`src/rtl/hazard_ctrl_if.sv`:
```
// Pipeline hazard bus: hazard-relevant fields of the FD/DX/X stages flowing
// into the sequencing controller, and the latch enables and bubble/flush
// selects flowing back out to the datapath.
interface hazard_ctrl_if;
  logic [4:0]  fd_regA;
  logic [4:0]  fd_regB;
  logic        fd_uses_regB;
  logic [4:0]  dx_rd;
  logic        dx_is_load;
  logic        dx_is_multdiv;
  logic        multdiv_ready;
  logic        branch_taken;

  logic        pc_wren;
  logic        fd_wren;
  logic        dx_wren;
  logic        xm_wren;
  logic        fd_flush;
  logic        dx_bubble;
  logic        xm_bubble;
  logic        multdiv_start;
  logic        md_timeout;
  logic [15:0] stall_cycles;

  // Datapath side: reports stage contents, consumes the control selects.
  modport master (
    output fd_regA, fd_regB, fd_uses_regB, dx_rd, dx_is_load,
           dx_is_multdiv, multdiv_ready, branch_taken,
    input  pc_wren, fd_wren, dx_wren, xm_wren, fd_flush, dx_bubble,
           xm_bubble, multdiv_start, md_timeout, stall_cycles
  );

  // Controller side.
  modport slave (
    input  fd_regA, fd_regB, fd_uses_regB, dx_rd, dx_is_load,
           dx_is_multdiv, multdiv_ready, branch_taken,
    output pc_wren, fd_wren, dx_wren, xm_wren, fd_flush, dx_bubble,
           xm_bubble, multdiv_start, md_timeout, stall_cycles
  );
endinterface

```
`src/rtl/hazard_ctrl.sv`:
```
// Sequencing controller for the 5-stage core. Handles load-use stalls,
// multi-cycle multdiv freezes with a timeout escape, and squashing of the
// wrong-path instructions behind a taken branch. Also keeps a saturating
// count of cycles in which the PC was held.
module hazard_ctrl #(
  parameter int MD_TIMEOUT = 40,
  parameter int CNT_W      = 6
) (
  input  logic         clock,
  input  logic         reset,
  hazard_ctrl_if.slave bus
);

  typedef enum logic [1:0] {
    RUN     = 2'd0,
    MD_WAIT = 2'd1,
    MD_DONE = 2'd2
  } state_t;

  localparam logic [CNT_W-1:0] TIMEOUT_LAST = CNT_W'(MD_TIMEOUT - 1);

  state_t           state, next_state;
  logic [CNT_W-1:0] wait_cnt, next_cnt;
  logic [15:0]      stall_cnt;

  logic pc_wren, fd_wren, dx_wren, xm_wren;
  logic fd_flush, dx_bubble, xm_bubble;
  logic multdiv_start, md_timeout;
  logic load_use;

  // Register 0 is hard-wired, so a load targeting it can never be a real producer.
  assign load_use = bus.dx_is_load && (bus.dx_rd != 5'd0) &&
                    ((bus.dx_rd == bus.fd_regA) ||
                     (bus.fd_uses_regB && (bus.dx_rd == bus.fd_regB)));

  // State register, multdiv wait counter and saturating stall counter.
  always_ff @(posedge clock) begin
    if (reset) begin
      state     <= RUN;
      wait_cnt  <= '0;
      stall_cnt <= '0;
    end else begin
      state    <= next_state;
      wait_cnt <= next_cnt;
      if (!pc_wren && (stall_cnt != 16'hFFFF))
        stall_cnt <= stall_cnt + 16'd1;
    end
  end

  // Next-state and control selects; reset forces the idle set.
  always_comb begin
    next_state    = state;
    next_cnt      = wait_cnt;
    pc_wren       = 1'b1;
    fd_wren       = 1'b1;
    dx_wren       = 1'b1;
    xm_wren       = 1'b1;
    fd_flush      = 1'b0;
    dx_bubble     = 1'b0;
    xm_bubble     = 1'b0;
    multdiv_start = 1'b0;
    md_timeout    = 1'b0;

    if (!reset) begin
      case (state)
        RUN: begin
          if (bus.branch_taken) begin
            // FD holds a wrong-path instruction, so any hazard it raises is moot.
            fd_flush  = 1'b1;
            dx_bubble = 1'b1;
          end else if (bus.dx_is_multdiv) begin
            multdiv_start = 1'b1;
            pc_wren       = 1'b0;
            fd_wren       = 1'b0;
            dx_wren       = 1'b0;
            xm_bubble     = 1'b1;
            next_state    = MD_WAIT;
            next_cnt      = '0;
          end else if (load_use) begin
            // Next cycle DX holds the nop, so the hazard clears by itself.
            pc_wren   = 1'b0;
            fd_wren   = 1'b0;
            dx_bubble = 1'b1;
          end
        end

        MD_WAIT: begin
          pc_wren   = 1'b0;
          fd_wren   = 1'b0;
          dx_wren   = 1'b0;
          xm_bubble = 1'b1;
          if (bus.multdiv_ready) begin
            next_state = MD_DONE;
          end else if (wait_cnt == TIMEOUT_LAST) begin
            md_timeout = 1'b1;
            next_state = MD_DONE;
          end else begin
            next_cnt = wait_cnt + CNT_W'(1);
          end
        end

        MD_DONE: begin
          // Handoff cycle: the multdiv instruction and result move into XM.
          next_state = RUN;
        end

        default: next_state = RUN;
      endcase
    end
  end

  assign bus.pc_wren       = pc_wren;
  assign bus.fd_wren       = fd_wren;
  assign bus.dx_wren       = dx_wren;
  assign bus.xm_wren       = xm_wren;
  assign bus.fd_flush      = fd_flush;
  assign bus.dx_bubble     = dx_bubble;
  assign bus.xm_bubble     = xm_bubble;
  assign bus.multdiv_start = multdiv_start;
  assign bus.md_timeout    = md_timeout;
  assign bus.stall_cycles  = stall_cnt;

endmodule

```
`src/flat_wrapper.sv`:
```
// flat-port wrapper written by rule: the top's interface ports become plain ports
module hazard_ctrl_flat 
#(
  parameter int MD_TIMEOUT = 40,
  parameter int CNT_W      = 6
)
  (clock, reset, bus_fd_regA, bus_fd_regB, bus_fd_uses_regB, bus_dx_rd, bus_dx_is_load, bus_dx_is_multdiv, bus_multdiv_ready, bus_branch_taken, bus_pc_wren, bus_fd_wren, bus_dx_wren, bus_xm_wren, bus_fd_flush, bus_dx_bubble, bus_xm_bubble, bus_multdiv_start, bus_md_timeout, bus_stall_cycles);
  hazard_ctrl_if bus_i ();
  input  logic clock;
  input  logic reset;
  input wire logic [$bits(bus_i.fd_regA)-1:0] bus_fd_regA;
  input wire logic [$bits(bus_i.fd_regB)-1:0] bus_fd_regB;
  input wire logic [$bits(bus_i.fd_uses_regB)-1:0] bus_fd_uses_regB;
  input wire logic [$bits(bus_i.dx_rd)-1:0] bus_dx_rd;
  input wire logic [$bits(bus_i.dx_is_load)-1:0] bus_dx_is_load;
  input wire logic [$bits(bus_i.dx_is_multdiv)-1:0] bus_dx_is_multdiv;
  input wire logic [$bits(bus_i.multdiv_ready)-1:0] bus_multdiv_ready;
  input wire logic [$bits(bus_i.branch_taken)-1:0] bus_branch_taken;
  output wire logic [$bits(bus_i.pc_wren)-1:0] bus_pc_wren;
  output wire logic [$bits(bus_i.fd_wren)-1:0] bus_fd_wren;
  output wire logic [$bits(bus_i.dx_wren)-1:0] bus_dx_wren;
  output wire logic [$bits(bus_i.xm_wren)-1:0] bus_xm_wren;
  output wire logic [$bits(bus_i.fd_flush)-1:0] bus_fd_flush;
  output wire logic [$bits(bus_i.dx_bubble)-1:0] bus_dx_bubble;
  output wire logic [$bits(bus_i.xm_bubble)-1:0] bus_xm_bubble;
  output wire logic [$bits(bus_i.multdiv_start)-1:0] bus_multdiv_start;
  output wire logic [$bits(bus_i.md_timeout)-1:0] bus_md_timeout;
  output wire logic [$bits(bus_i.stall_cycles)-1:0] bus_stall_cycles;
  assign bus_i.fd_regA = bus_fd_regA;
  assign bus_i.fd_regB = bus_fd_regB;
  assign bus_i.fd_uses_regB = bus_fd_uses_regB;
  assign bus_i.dx_rd = bus_dx_rd;
  assign bus_i.dx_is_load = bus_dx_is_load;
  assign bus_i.dx_is_multdiv = bus_dx_is_multdiv;
  assign bus_i.multdiv_ready = bus_multdiv_ready;
  assign bus_i.branch_taken = bus_branch_taken;
  assign bus_pc_wren = bus_i.pc_wren;
  assign bus_fd_wren = bus_i.fd_wren;
  assign bus_dx_wren = bus_i.dx_wren;
  assign bus_xm_wren = bus_i.xm_wren;
  assign bus_fd_flush = bus_i.fd_flush;
  assign bus_dx_bubble = bus_i.dx_bubble;
  assign bus_xm_bubble = bus_i.xm_bubble;
  assign bus_multdiv_start = bus_i.multdiv_start;
  assign bus_md_timeout = bus_i.md_timeout;
  assign bus_stall_cycles = bus_i.stall_cycles;
  hazard_ctrl #(.MD_TIMEOUT(MD_TIMEOUT), .CNT_W(CNT_W)) u_core (.clock(clock), .reset(reset), .bus(bus_i));
endmodule
```
`config.mk`:
```
export PLATFORM = sky130hd
export DESIGN_NAME = hazard_ctrl_flat
export DESIGN_NICKNAME = d
export VERILOG_FILES = /design/src/rtl/hazard_ctrl_if.sv /design/src/rtl/hazard_ctrl.sv /design/src/flat_wrapper.sv
export SDC_FILE = /design/constraint.sdc
export NUM_CORES = 1
export LEC_CHECK = 0
export ABC_CLOCK_PERIOD_IN_PS = 4800
export CORE_MARGIN = 4
export CORE_UTILIZATION = 25
export CTS_CLUSTER_DIAMETER = 200
export CTS_CLUSTER_SIZE = 8
export DETAILED_ROUTE_END_ITERATION = 12
export GPL_ROUTABILITY_DRIVEN = 0
export GPL_TIMING_DRIVEN = 0
export HOLD_SLACK_MARGIN = 0.06
export PLACE_DENSITY = 0.59
export SYNTH_ARGS = -nofsm -noshare
export SYNTH_HDL_FRONTEND = slang
export SYNTH_SLANG_ARGS = --single-unit
```
`constraint.sdc`:
```
create_clock -name clock -period 4.8 [get_ports clock]
set_input_delay 0.48 -clock clock [delete_from_list [all_inputs] [get_ports clock]]
set_output_delay 0.48 -clock clock [all_outputs]
set_load 0.02 [all_outputs]
```
## Yosys cells after proc, flatten, opt, wreduce, memory -nomap -nowiden

Index checks and enable logic that the tools add are counted.

- Bits in registers: 24
- Bits in latches: 0
- Bits in writable memories: 0
- Bits in read-only memories: 0
- Input port bits: 22
- Output and inout bits: 25
- Memories kept: 0

- $add $sub $neg: 2
- Multipliers: 0
- Divide/modulo/power cells: 0
- $lt $le $gt $ge: 0
- Equal/unequal tests: 10
- Shift operators: 0
- Multiplexer cells: 37
- Bitwise operators: 0
- Reductions and logical operators: 11

Operator list:

| operator | number |
|---|---|
| 2-to-1 mux 1 bit | 24 |
| 2-to-1 mux 6 bit | 4 |
| adder 16 x 1 -> 16 bit (second input constant) | 1 |
| inequality test 16 bit (second input constant) | 1 |
| one-hot mux 6 bit (2 select lines) | 1 |
| equality test 5 bit | 2 |
| 2-to-1 mux 2 bit | 4 |
| inequality test 2 bit (second input constant) | 4 |
| adder 6 x 1 -> 6 bit (second input constant) | 1 |
| equality test 6 bit (second input constant) | 1 |
| one-hot mux 1 bit (2 select lines) | 3 |
| AND reduction 5 bit | 1 |
| nonzero test 5 bit | 1 |
| logical AND 1 bit | 4 |
| one-hot mux 2 bit (2 select lines) | 1 |
| inequality test 3 x 2 -> 1 bit (second input constant) | 1 |
| AND reduction 3 bit | 1 |
| equality test 2 x 1 -> 1 bit (second input constant) | 1 |
| logical NOT 2 bit | 1 |
| nonzero test 2 bit | 1 |
| logical NOT 1 bit | 1 |
| logical OR 1 bit | 1 |

## Depth between registers and ports, before layout

Gate-level depths: netlist (run 1).

- Word-level depth: 11
- Mapped depth: 9

## Least setup slack after synthesis (run 1)

No wires, ideal clock.

- Path kind: input port to output port
- From: input port bus_dx_rd[0]
- To: output port bus_pc_wren
- Data arrival time: 1788 ps
- Path slack: 2532 ps
- Cell stages on the path: 5
- Path through: or4_4 -> o21a_1 -> a21boi_1 -> or2_2 -> buf_4

- Cells in the longest elaborated chain, start to end: 9
- Elaborated cells on any way between the ends: 12

RTL lines:

| what | line | text |
|---|---|---|
| from (decl) | flat_wrapper.sv:14 | `input wire logic [$bits(bus_i.dx_rd)-1:0] bus_dx_rd;` |
| equality test 5 bit | hazard_ctrl.sv:34 | `(bus.fd_uses_regB && (bus.dx_rd == bus.fd_regB)));` |
| logical AND 1 bit | hazard_ctrl.sv:34 |  |
| logical OR 1 bit | hazard_ctrl.sv:33 | `((bus.dx_rd == bus.fd_regA) \|\|` |
| logical AND 1 bit * | hazard_ctrl.sv:32 | `assign load_use = bus.dx_is_load && (bus.dx_rd != 5'd0) &&` |
| 2-to-1 mux 1 bit * (3 in a row) | -- |  |
| one-hot mux 1 bit (2 select lines) * | -- |  |
| 2-to-1 mux 1 bit * | -- |  |
| to (decl) | flat_wrapper.sv:19 | `output wire logic [$bits(bus_i.pc_wren)-1:0] bus_pc_wren;` |

Every way passes the cells marked *; elsewhere a longest branch is shown, timed or not.

## Final worst setup path (run 1)

- From: input port bus_dx_rd[0]
- To: output port bus_pc_wren

- Cells in the longest elaborated chain, start to end: 9
- Elaborated cells on any way between the ends: 12

RTL lines:

| what | line | text |
|---|---|---|
| equality test 5 bit | hazard_ctrl.sv:34 |  |
| logical AND 1 bit | hazard_ctrl.sv:34 |  |
| logical OR 1 bit | hazard_ctrl.sv:33 |  |
| logical AND 1 bit * | hazard_ctrl.sv:32 |  |
| 2-to-1 mux 1 bit * | hazard_ctrl.sv:79 | `end else if (load_use) begin` |
| 2-to-1 mux 1 bit * | hazard_ctrl.sv:71 | `end else if (bus.dx_is_multdiv) begin` |
| 2-to-1 mux 1 bit * | hazard_ctrl.sv:67 | `if (bus.branch_taken) begin` |
| one-hot mux 1 bit (2 select lines) * | hazard_ctrl.sv:65 | `case (state)` |
| 2-to-1 mux 1 bit * | hazard_ctrl.sv:64 | `if (!reset) begin` |

Marks and branches as above.

==> results of run 1 <==
## report_power, final
part / switching, W / internal, W
registers: 0.00000245 / 0.000201
logic: 0.0000410 / 0.0000450
clock network: 0.0000608 / 0.0000560
## sequential cells by signal, indices dropped and copies added, names as in the netlist
signal / cells
u_core.state: 2
u_core.bus.stall_cycles: 16
u_core.wait_cnt: 6
## worst reg2reg max path, stage by stage, from the launching register on
cell	delay, ns
dfxtp_1	0.41
ha_1	0.20
nand3_1	0.20
nor2_1	0.25
nand3_1	0.14
nand3_2	0.15
buf_6	0.16
buf_8	0.14
mux2i_1	0.19
nor2_1	0.05
## per-layer routing
metal	share of wire, %	global-route usage [%]
met5	0	0
met4	0	1.75
met3	5.3	2.67
met2	50	16.8
met1	44	13.5
## cells in the mapped netlist, drive strengths merged
cell type,instances,share of area (%)
dfxtp,24,33
nand3b,2,1.0
buf,5,3.7
a211oi,1,0.52
o21ba,1,0.70
and3,3,1.4
xor2,4,2.4
or4,7,3.9
a21boi,2,1.0
or3,7,3.0
o21a,1,0.52
o22ai,1,0.44
xnor2,11,6.7
ha,2,1.7
conb,1,0.26
or2,2,0.87
or2b,1,0.52
and4,2,1.2
nand2b,2,0.87
nand2,13,3.4
nand4,7,3.0
o31ai,6,3.1
inv,4,1.0
dlygate4sd1,2,1.2
mux2i,1,0.70
a21o,1,0.52
nand4b,1,0.61
nor2,9,2.5
and2,2,0.87
nand3,7,2.8
o221ai,1,1.0
and4bb,1,0.87
nor3,5,1.7
o21ai,12,5.2
nor2b,3,1.3
a21oi,16,5.6
## placed cells by master, fill, tap and decap left out, types with 2 or more instances in the layout
cell              n
clkdlybuf4s50_1  45
dfxtp_1          24
a21oi_1          16
nand2_1          13
xnor2_1          11
nor2_1            8
nand4_1           7
or3_1             7
o21ai_1           7
nand3_1           6
o31ai_1           6
or4_1             6
nor3_1            5
inv_1             4
o21ai_2           4
xor2_1            4
nor2b_1           3
clkbuf_8          3
buf_6             2
or2_2             2
and2_1            2
and4_1            2
and3_1            2
dlygate4sd1_1     2
nand3b_1          2
nand2b_1          2
ha_1              2
buf_4             2
## through the flow
step / setup WS [ns] / instance area, um2 / total power, W / utilization [%] / cells
after floorplan: 2.53 / 1440 / 0.000256 / - / 170
after global placement: 1.45 / 1980 / 0.000295 / 35.7 / 287
after detailed placement: 1.45 / 1980 / 0.000295 / 35.7 / 287
after CTS: 1.44 / 2020 / 0.000414 / 36.4 / 290
after global routing: 1.32 / 2020 / 0.000429 / 36.4 / 290
final: 1.47 / 2020 / 0.000406 / 36.4 / 290
## path summary, 6_finish.rpt
| path | end | cells past startpoint | slack, ns |
|---|---|---|---|
| max | bus_pc_wren | 7 | 1.47 |
| min | u_core.bus.stall_cycles[9] | 2 | 0.49 |
| max reg2reg | u_core.bus.stall_cycles[1] | 9 | 2.80 |
| min reg2reg | u_core.bus.stall_cycles[9] | 2 | 0.49 |
## layout make-up
cell class	instances	area, um2	area share, %
Multi-Input combinational cell	135	871	43.1
Sequential cell	24	480	23.8
Timing Repair Buffer	45	450	22.3
Tap cell	72	90.1	4.46
Buffer	7	70.1	3.47
Clock buffer	3	41.3	2.05
Inverter	4	15.0	0.744
## logic make-up after synthesis
family / Yosys count
AND/OR/NAND/NOR: 74
AO/OA/AOI/OAI: 42
flip-flops: 24
XOR/XNOR: 15
buffers and inverters: 11
adder cells (fa/ha/maj): 2
other: 1
multiplexers: 1
==> metrics, run 1 <==
period utilization=69.4%; CTS tree=built; Yosys Warn Count=0; Setup Fix Bufs, Post-CTS=0; CP required=~4.3 ns; Max VDD drop=0.0000814 V; hold_sp=u_core.bus.stall_cycles[9]; sequential area share after synthesis=33.4%; Ant. Diodes=0; chip width=83.8 um; FILL cells=around 580; critical path type=input port to primary output; Synth Area in Adders=1.74%; multiplexer area fraction after synthesis=less than 1%; critical path arrival=2.85 ns; syn_nets=194; clock sinks=24; Setup crit end kind=primary output; Max stage delay on crit path=around 0.58 ns; crit-path cells=clkdlybuf4s50_1 -> or4_4 -> o21a_1 -> a21boi_1 -> or2_2 -> buf_4 -> clkdlybuf4s50_1; 1st-iter DRT viols=73; Clk Latency, worst-skew pair=0.26 ns; status=complete, no violations; Fin Hold WS=0.491 ns; worst-path maximum fanout=5; Final setup viols=0; layout cells sized above 1=9.63%; Distinct cells, synth=45; CTS root buffer=clkbuf_8; CTS Hold Buffers Added=0; Clock Tree Buf Depth=2; TNS Setup=0 ns; highest clock rate=roughly 0.30 GHz; final period demand of the worst path=3.33 ns; GR Util All Layers=10.2%; Worst Clk Skew=about 0.0052 ns; H-tree depth=1; # rows=27; DRC Markers=0; xor/xnor cell area share of the yosys netlist=approximately 9%; full die area=7020 um2; drt pass-1 iters=4; Setup crit start kind=input port; HPWL after DPL=2750 um; CTS resizes=0; post-synthesis simple-gate area fraction=30.1%; Buf/Inv on CP=3; antenna violations before repair=0; P_leak=0.659 nW; first-pass GRT wire length=6040 um; Final #Nets=244; CP startpoint=bus_dx_rd[0]; number of port buffers=45; gr ovfl total=0; Syn Inst Count=170; RSZ-0062 raised after global routing=no; Detail Route Antenna Nets=0; largest net degree at the start of global routing=13; Die Ht=83.8 um; combinational family with the most area after synthesis=simple AND/OR/NAND/NOR gates; WL per Instance=between 10 and 15 um; CTS Buf Count=3; most used cell, CP=clkdlybuf4s50_1; Top delay family on crit path=buffers and inverters; Hold Vio Cnt, Final=0; Power Dens Cells=201 nW/um2; Compound-Gate Fraction of Synth Area=a little under a fifth; Core Area=5540 um2; routed vias/inst=4.77; drt total wl=3460 um; vias in the first global route=1,280; Worst path slowest cell=clkdlybuf4s50_1; max-slew violation count=0; Post-Syn Area=1440 um2; Ports=47; Area Overhead vs Synth=40.5%; reg2reg start=u_core.bus.stall_cycles[1]; routed via count=~1,400; number of synthesized register bits=24; Min-Delay Path Class=flip-flop to flip-flop; Starting Density=25.9%; Clock transition at path regs=0.08 ns; syn avg cell area=between 8 and 9 um2; max_cap viols=0
Power figures use the tool's default switching activity.
==> run 2: changes to the inputs <==
Settings changed: ABC_CLOCK_PERIOD_IN_PS 4800 to 2800, PLACE_DENSITY 0.59 to 0.6.
Clock period 4.8 ns to 2.8 ns, I/O delays scaled along.
==> run 2 against run 1 <==
Compared with the run above:
- sequential cell count is the same
- sequential share of layout area shrank 0.48 points
- setup slack lost 1.3 ns
- critical path type unchanged
- core utilization grew 0.75 points
- final cell count grew 0.34%
==> metrics, run 2 (synthesis results as in run 1) <==
reg2reg start=u_core.bus.stall_cycles[0] (was u_core.bus.stall_cycles[1]); P_leak=0.676 nW (was 0.659 nW); Clock Tree Buf Depth=2 (unchanged); number of port buffers=45 (unchanged); largest net degree at the start of global routing=15 (was 13); gr ovfl total=0 (unchanged); multi-input logic area=881 um2 (was 871 um2); critical path arrival=2.30 ns (was 2.85 ns); full die area=7020 um2 (unchanged); commonest cells after routing, fill and taps aside=43 x clkdlybuf4s50_1, 24 x dfxtp_1, 16 x a21oi_1 (was 45 x clkdlybuf4s50_1, 24 x dfxtp_1, 16 x a21oi_1); Power Dens Cells=390 nW/um2 (was 201 nW/um2); final period demand of the worst path=between 2 and 3 ns; DRC Markers=0 (unchanged); Ant. Diodes=0 (unchanged); critical path type=input port to primary output (unchanged); worst setup margin=0.217 ns (was 1.47 ns); pre-CTS setup slack=-0.138 ns (was 1.45 ns); Clk network pwr share=38.1% (was 28.8%); drt total wl=3530 um (was 3460 um); Ports=47 (unchanged); max_cap viols=0 (unchanged); CTS Hold Buffers Added=0 (unchanged); CP startpoint=bus_dx_rd[1] (was bus_dx_rd[0]); GR Util All Layers=10.1% (was 10.2%); WL per Instance=12.1 um (was 11.9 um); Worst Clk Skew=0.0129 ns (was 0.00517 ns); Area Overhead vs Synth=43.4% (was 40.5%); Min-Delay Path Class=flip-flop to flip-flop (unchanged); status=complete, no violations (unchanged); CP required=2.52 ns (was 4.32 ns); layout cells sized above 1=11.0% (was 9.63%); FILL cells=585 (was 582); vias in the first global route=1,323 (was 1,280); Net Sw Power=0.000190 W (was 0.000104 W); Final setup viols=0 (unchanged); CTS Buf Count=3 (unchanged); period utilization=92.2%; routed vias/inst=4.79 (was 4.77); # rows=27 (unchanged); combinational share of power=18.4% (was 21.2%); Setup crit end kind=primary output (unchanged); routed via count=1,393 (was 1,384); Max VDD drop=0.000244 V (was 0.0000814 V); Die Ht=83.8 um (unchanged); CTS root buffer=clkbuf_8 (unchanged); H-tree depth=1 (unchanged); Switching Share=23.7% (was 25.7%); TNS Setup=0 ns (unchanged); drt pass-1 iters=4 (unchanged); Internal=0.000613 W (was 0.000302 W); clock sinks=24 (unchanged); HPWL after DPL=2740 um (was 2750 um); most common cell after layout, fill and taps aside=clkdlybuf4s50_1 (unchanged); highest clock rate=between 0.3 and 0.4 GHz; antenna violations before repair=0 (unchanged); Final #Nets=244 (unchanged); Clock transition at path regs=0.10 ns (was 0.08 ns); chip width=83.8 um (unchanged); Detail Route Antenna Nets=0 (unchanged); overall power=0.000803 W (was 0.000406 W); Seq. cell area=480 um2 (unchanged); Starting Density=25.9% (unchanged); Clk Latency, worst-skew pair=0.27 ns (was 0.26 ns); first-pass GRT wire length=6000 um (was 6040 um); RSZ-0062 raised after global routing=no (unchanged); CTS tree=built (unchanged); Seq pwr share=43.4% (was 50.1%); 1st-iter DRT viols=80 (was 73); worst-path maximum fanout=4 (was 5); Setup crit start kind=input port (unchanged); Core Area=5540 um2 (unchanged); max reg flops=16 (unchanged); hold_sp=u_core.bus.stall_cycles[9] (unchanged); max-slew violation count=0 (unchanged); Hold Vio Cnt, Final=0 (unchanged)
run 2: cell types whose count changed in the layout (fill, tap and decap cells not counted):
cell | before | now
a21boi_1 | 1 | 0
a21boi_2 | 0 | 1
bufinv_16 | 0 | 1
clkdlybuf4s50_1 | 45 | 43
dlygate4sd2_1 | 0 | 1
dlymetal6s2s_1 | 0 | 1
o22ai_1 | 1 | 0
o22ai_2 | 0 | 1
run 2: power by group through the flow:
stage / sequential [W] / clock, W / combinational [W]
floorplan: 0.000359 / 0 / 0.0000796
global placement: 0.000357 / 0 / 0.000148
detailed placement: 0.000357 / 0 / 0.000148
CTS: 0.000349 / 0.000319 / 0.000149
global route: 0.000350 / 0.000329 / 0.000162
finish: 0.000349 / 0.000306 / 0.000148
run 2: timing repair:
action                                  CTS  global route
endpoints found under the hold margin     0             0
gates resized for setup                   2             2
endpoints found under the setup margin    2             2
buffers inserted                          0             0
run 2: per-stage QoR:
| stage | hold WS (ns) | cell area, um2 | std cells | util (%) |
|---|---|---|---|---|
| floorplan | 0.408 | 1440 | 170 | - |
| global placement | 0.476 | 1980 | 287 | 35.7 |
| detailed placement | 0.485 | 1980 | 287 | 35.7 |
| CTS | 0.499 | 2050 | 291 | 37.0 |
| global route | 0.511 | 2060 | 291 | 37.2 |
| finish | 0.494 | 2060 | 291 | 37.2 |
run 2: metal layers:
layer,GRT usage [%],part of all wire (%)
met1,12.3,44
met4,1.75,0.40
met3,2.67,4.0
met5,0,0
met2,18.0,51
run 2: critical path, cell delays in order:
cell             delay, ns
clkdlybuf4s50_1       0.57
xnor2_1               0.15
nand4_1               0.18
o22ai_2               0.21
nand3_1               0.09
a21boi_0              0.18
clkdlybuf4s50_1       0.64
run 2: final cells by class:
class                      count  share of cell area, %
inverter                       4                  0.729
buffer                         7                   3.40
sequential                    24                   23.3
timing repair buffer          45                   21.9
tap                           72                   4.37
clock inverter                 1                   1.46
multi-input combinational    135                   42.8
clock buffer                   3                   2.00
run 2: path summary, 6_finish.rpt:
path	slack (ns)	cells past startpoint	end
worst max register to register	0.78	9	u_core.bus.stall_cycles[1]
worst max-delay path	0.22	7	bus_dx_bubble
worst min register to register	0.49	2	u_core.bus.stall_cycles[9]
worst min-delay path	0.49	2	u_core.bus.stall_cycles[9]
==> run 3: changes to the inputs <==
Settings changed: CELL_PAD_IN_SITES_DETAIL_PLACEMENT from default to 0, CELL_PAD_IN_SITES_GLOBAL_PLACEMENT from default to 1, PLACE_DENSITY 0.6 to 0.75.
==> run 3 against run 2 <==
Compared with the run above:
- die area unchanged
- sequential cell count unchanged
- design area shrank 0.30%
==> metrics, run 3 (synthesis results as in run 1) <==
Clock Tree Buf Depth=2 (unchanged); dpl cell area=1980 um2 (unchanged); Worst path slowest cell=clkdlybuf4s50_1 (unchanged); most common cell after layout, fill and taps aside=clkdlybuf4s50_1 (unchanged); Final #Nets=244 (unchanged); Top delay family on crit path=buffers and inverters (unchanged); Worst Clk Skew=0.0158 ns (was 0.0129 ns); clock sinks=24 (unchanged); crit-path cells=clkdlybuf4s50_1 -> xnor2_1 -> nand4_1 -> o22ai_1 -> nand3_1 -> a21boi_0 -> clkdlybuf4s50_1 (was clkdlybuf4s50_1 -> xnor2_1 -> nand4_1 -> o22ai_2 -> nand3_1 -> a21boi_0 -> clkdlybuf4s50_1); FILL cells=591 (was 585); combinational share of power=18.3% (was 18.4%); period utilization=93.5% (was 92.2%); DRC Markers=0 (unchanged); max-slew violation count=0 (unchanged); Power Dens Cells=391 nW/um2 (was 390 nW/um2); critical path arrival=2.34 ns (was 2.30 ns); Clk Latency, worst-skew pair=0.27 ns (about the same); CTS root buffer=clkbuf_8 (unchanged); RSZ-0062 raised after global routing=no (unchanged); max reg flops=16 (unchanged); H-tree depth=1 (unchanged); Switching Share=23.8% (was 23.7%); Net Sw Power=0.000191 W (was 0.000190 W); Seq. cell area=480 um2 (unchanged); CTS Hold Buffers Added=0 (unchanged); highest clock rate=0.382 GHz (was 0.387 GHz); most used cell, CP=clkdlybuf4s50_1 (unchanged); final period demand of the worst path=2.62 ns (was 2.58 ns); dpl cells=287 (unchanged); Setup Fix Bufs, Post-CTS=0 (unchanged); commonest cells after routing, fill and taps aside=43 x clkdlybuf4s50_1, 24 x dfxtp_1, 16 x a21oi_1 (unchanged); worst-path maximum fanout=4 (unchanged); Max VDD drop=0.000231 V (was 0.000244 V); non-filler cells, final=291 (unchanged); Final setup viols=0 (unchanged); P_leak=0.675 nW (was 0.676 nW); Finished Cell Area=2050 um2 (was 2060 um2); Setup crit start kind=input port (unchanged); chip width=83.8 um (unchanged); # rows=27 (unchanged); CTS Buf Count=3 (unchanged); critical path type=input port to primary output (unchanged); Ant. Diodes=0 (unchanged); max_cap viols=0 (unchanged); vias in the first global route=1,332 (was 1,323); gr ovfl total=0 (unchanged); WL per Instance=12.0 um (was 12.1 um); Detail Route Antenna Nets=0 (unchanged); status=complete, no violations (unchanged); TNS Setup=0 ns (unchanged); multi-input logic area=875 um2 (was 881 um2); Setup crit end kind=primary output (unchanged); Clock transition at path regs=0.10 ns (about the same); CP required=2.52 ns (about the same); antenna violations before repair=0 (unchanged); Ports=47 (unchanged); Area Overhead vs Synth=42.9% (was 43.4%); Buf/Inv on CP=2 (unchanged); drt total wl=3500 um (was 3530 um); HPWL after DPL=2760 um (was 2740 um); Clk network pwr share=38.3% (was 38.1%); Hold Vio Cnt, Final=0 (unchanged); full die area=7020 um2 (unchanged); largest net degree at the start of global routing=15 (unchanged); CTS tree=built (unchanged); Max stage delay on crit path=0.63 ns (was 0.64 ns); routed via count=1,375 (was 1,393); GR Util All Layers=10.1% (about the same); Starting Density=25.9% (unchanged); routed vias/inst=4.73 (was 4.79); Die Ht=83.8 um (unchanged); Internal=0.000612 W (was 0.000613 W); 1st-iter DRT viols=56 (was 80); first-pass GRT wire length=6050 um (was 6000 um); number of port buffers=45 (unchanged); layout cells sized above 1=10.5% (was 11.0%); Seq pwr share=43.4% (about the same); drt pass-1 iters=4 (unchanged); Core Area=5540 um2 (unchanged); Min-Delay Path Class=flip-flop to flip-flop (unchanged)
[run 3: cell count changes in the layout (fill, tap and decap cells not counted)]
cell / before / now
o22ai_2: 1 / 0
o22ai_1: 0 / 1
[run 3: worst register-to-register path, cell delays in order, from the launching register on]
cell     delay [ns]
dfxtp_1        0.41
ha_1           0.21
nand3_1        0.20
nor2_1         0.25
nand3_1        0.16
nand3_2        0.16
buf_6          0.16
buf_8          0.14
mux2i_1        0.18
nor2_1         0.05
[run 3: cell type report]
cell class	instances	share of cell area (%)
Multi-Input combinational cell	135	42.6
Sequential cell	24	23.4
Timing Repair Buffer	45	22.0
Tap cell	72	4.39
Buffer	7	3.41
Clock buffer	3	2.01
Clock inverter	1	1.46
Inverter	4	0.731
[run 3: final timing paths]
kind	startpoint	endpoint	slack, ns	cells past startpoint
min	u_core.bus.stall_cycles[9]	u_core.bus.stall_cycles[9]	0.50	2
max	bus_dx_rd[1]	bus_dx_bubble	0.18	7
max reg2reg	u_core.bus.stall_cycles[0]	u_core.bus.stall_cycles[1]	0.77	9
min reg2reg	u_core.bus.stall_cycles[9]	u_core.bus.stall_cycles[9]	0.50	2
[run 3: per-layer routing]
layer,up-vias,global-route usage [%],wire length (um)
met5,-,0,0
li1,726,-,-
met4,0,1.32,14
met1,631,12.5,1640
met3,2,2.67,135
met2,16,17.7,1710
[run 3: power by group through the flow]
stage                logic, W  clock network (W)  registers [W]
floorplan           0.0000796                  0       0.000359
global placement     0.000149                  0       0.000357
detailed placement   0.000149                  0       0.000357
CTS                  0.000149           0.000317       0.000349
global route         0.000160           0.000322       0.000350
finish               0.000147           0.000308       0.000349
[run 3: per-stage QoR]
step	setup WS, ns	util (%)	hold WS (ns)	power (W)
3_3_place_gp	-0.148	35.7	0.475	0.000506
2_1_floorplan	0.932	-	0.408	0.000438
5_1_grt	0.0126	37.1	0.532	0.000832
6_report	0.182	37.1	0.500	0.000804
3_5_place_dp	-0.150	35.7	0.487	0.000506
4_1_cts	0.0230	37.0	0.503	0.000815
[run 3: what timing repair did]
action                     CTS  global route
resized for setup            2             1
pin swaps                    0             1
setup endpoints to repair    2             1
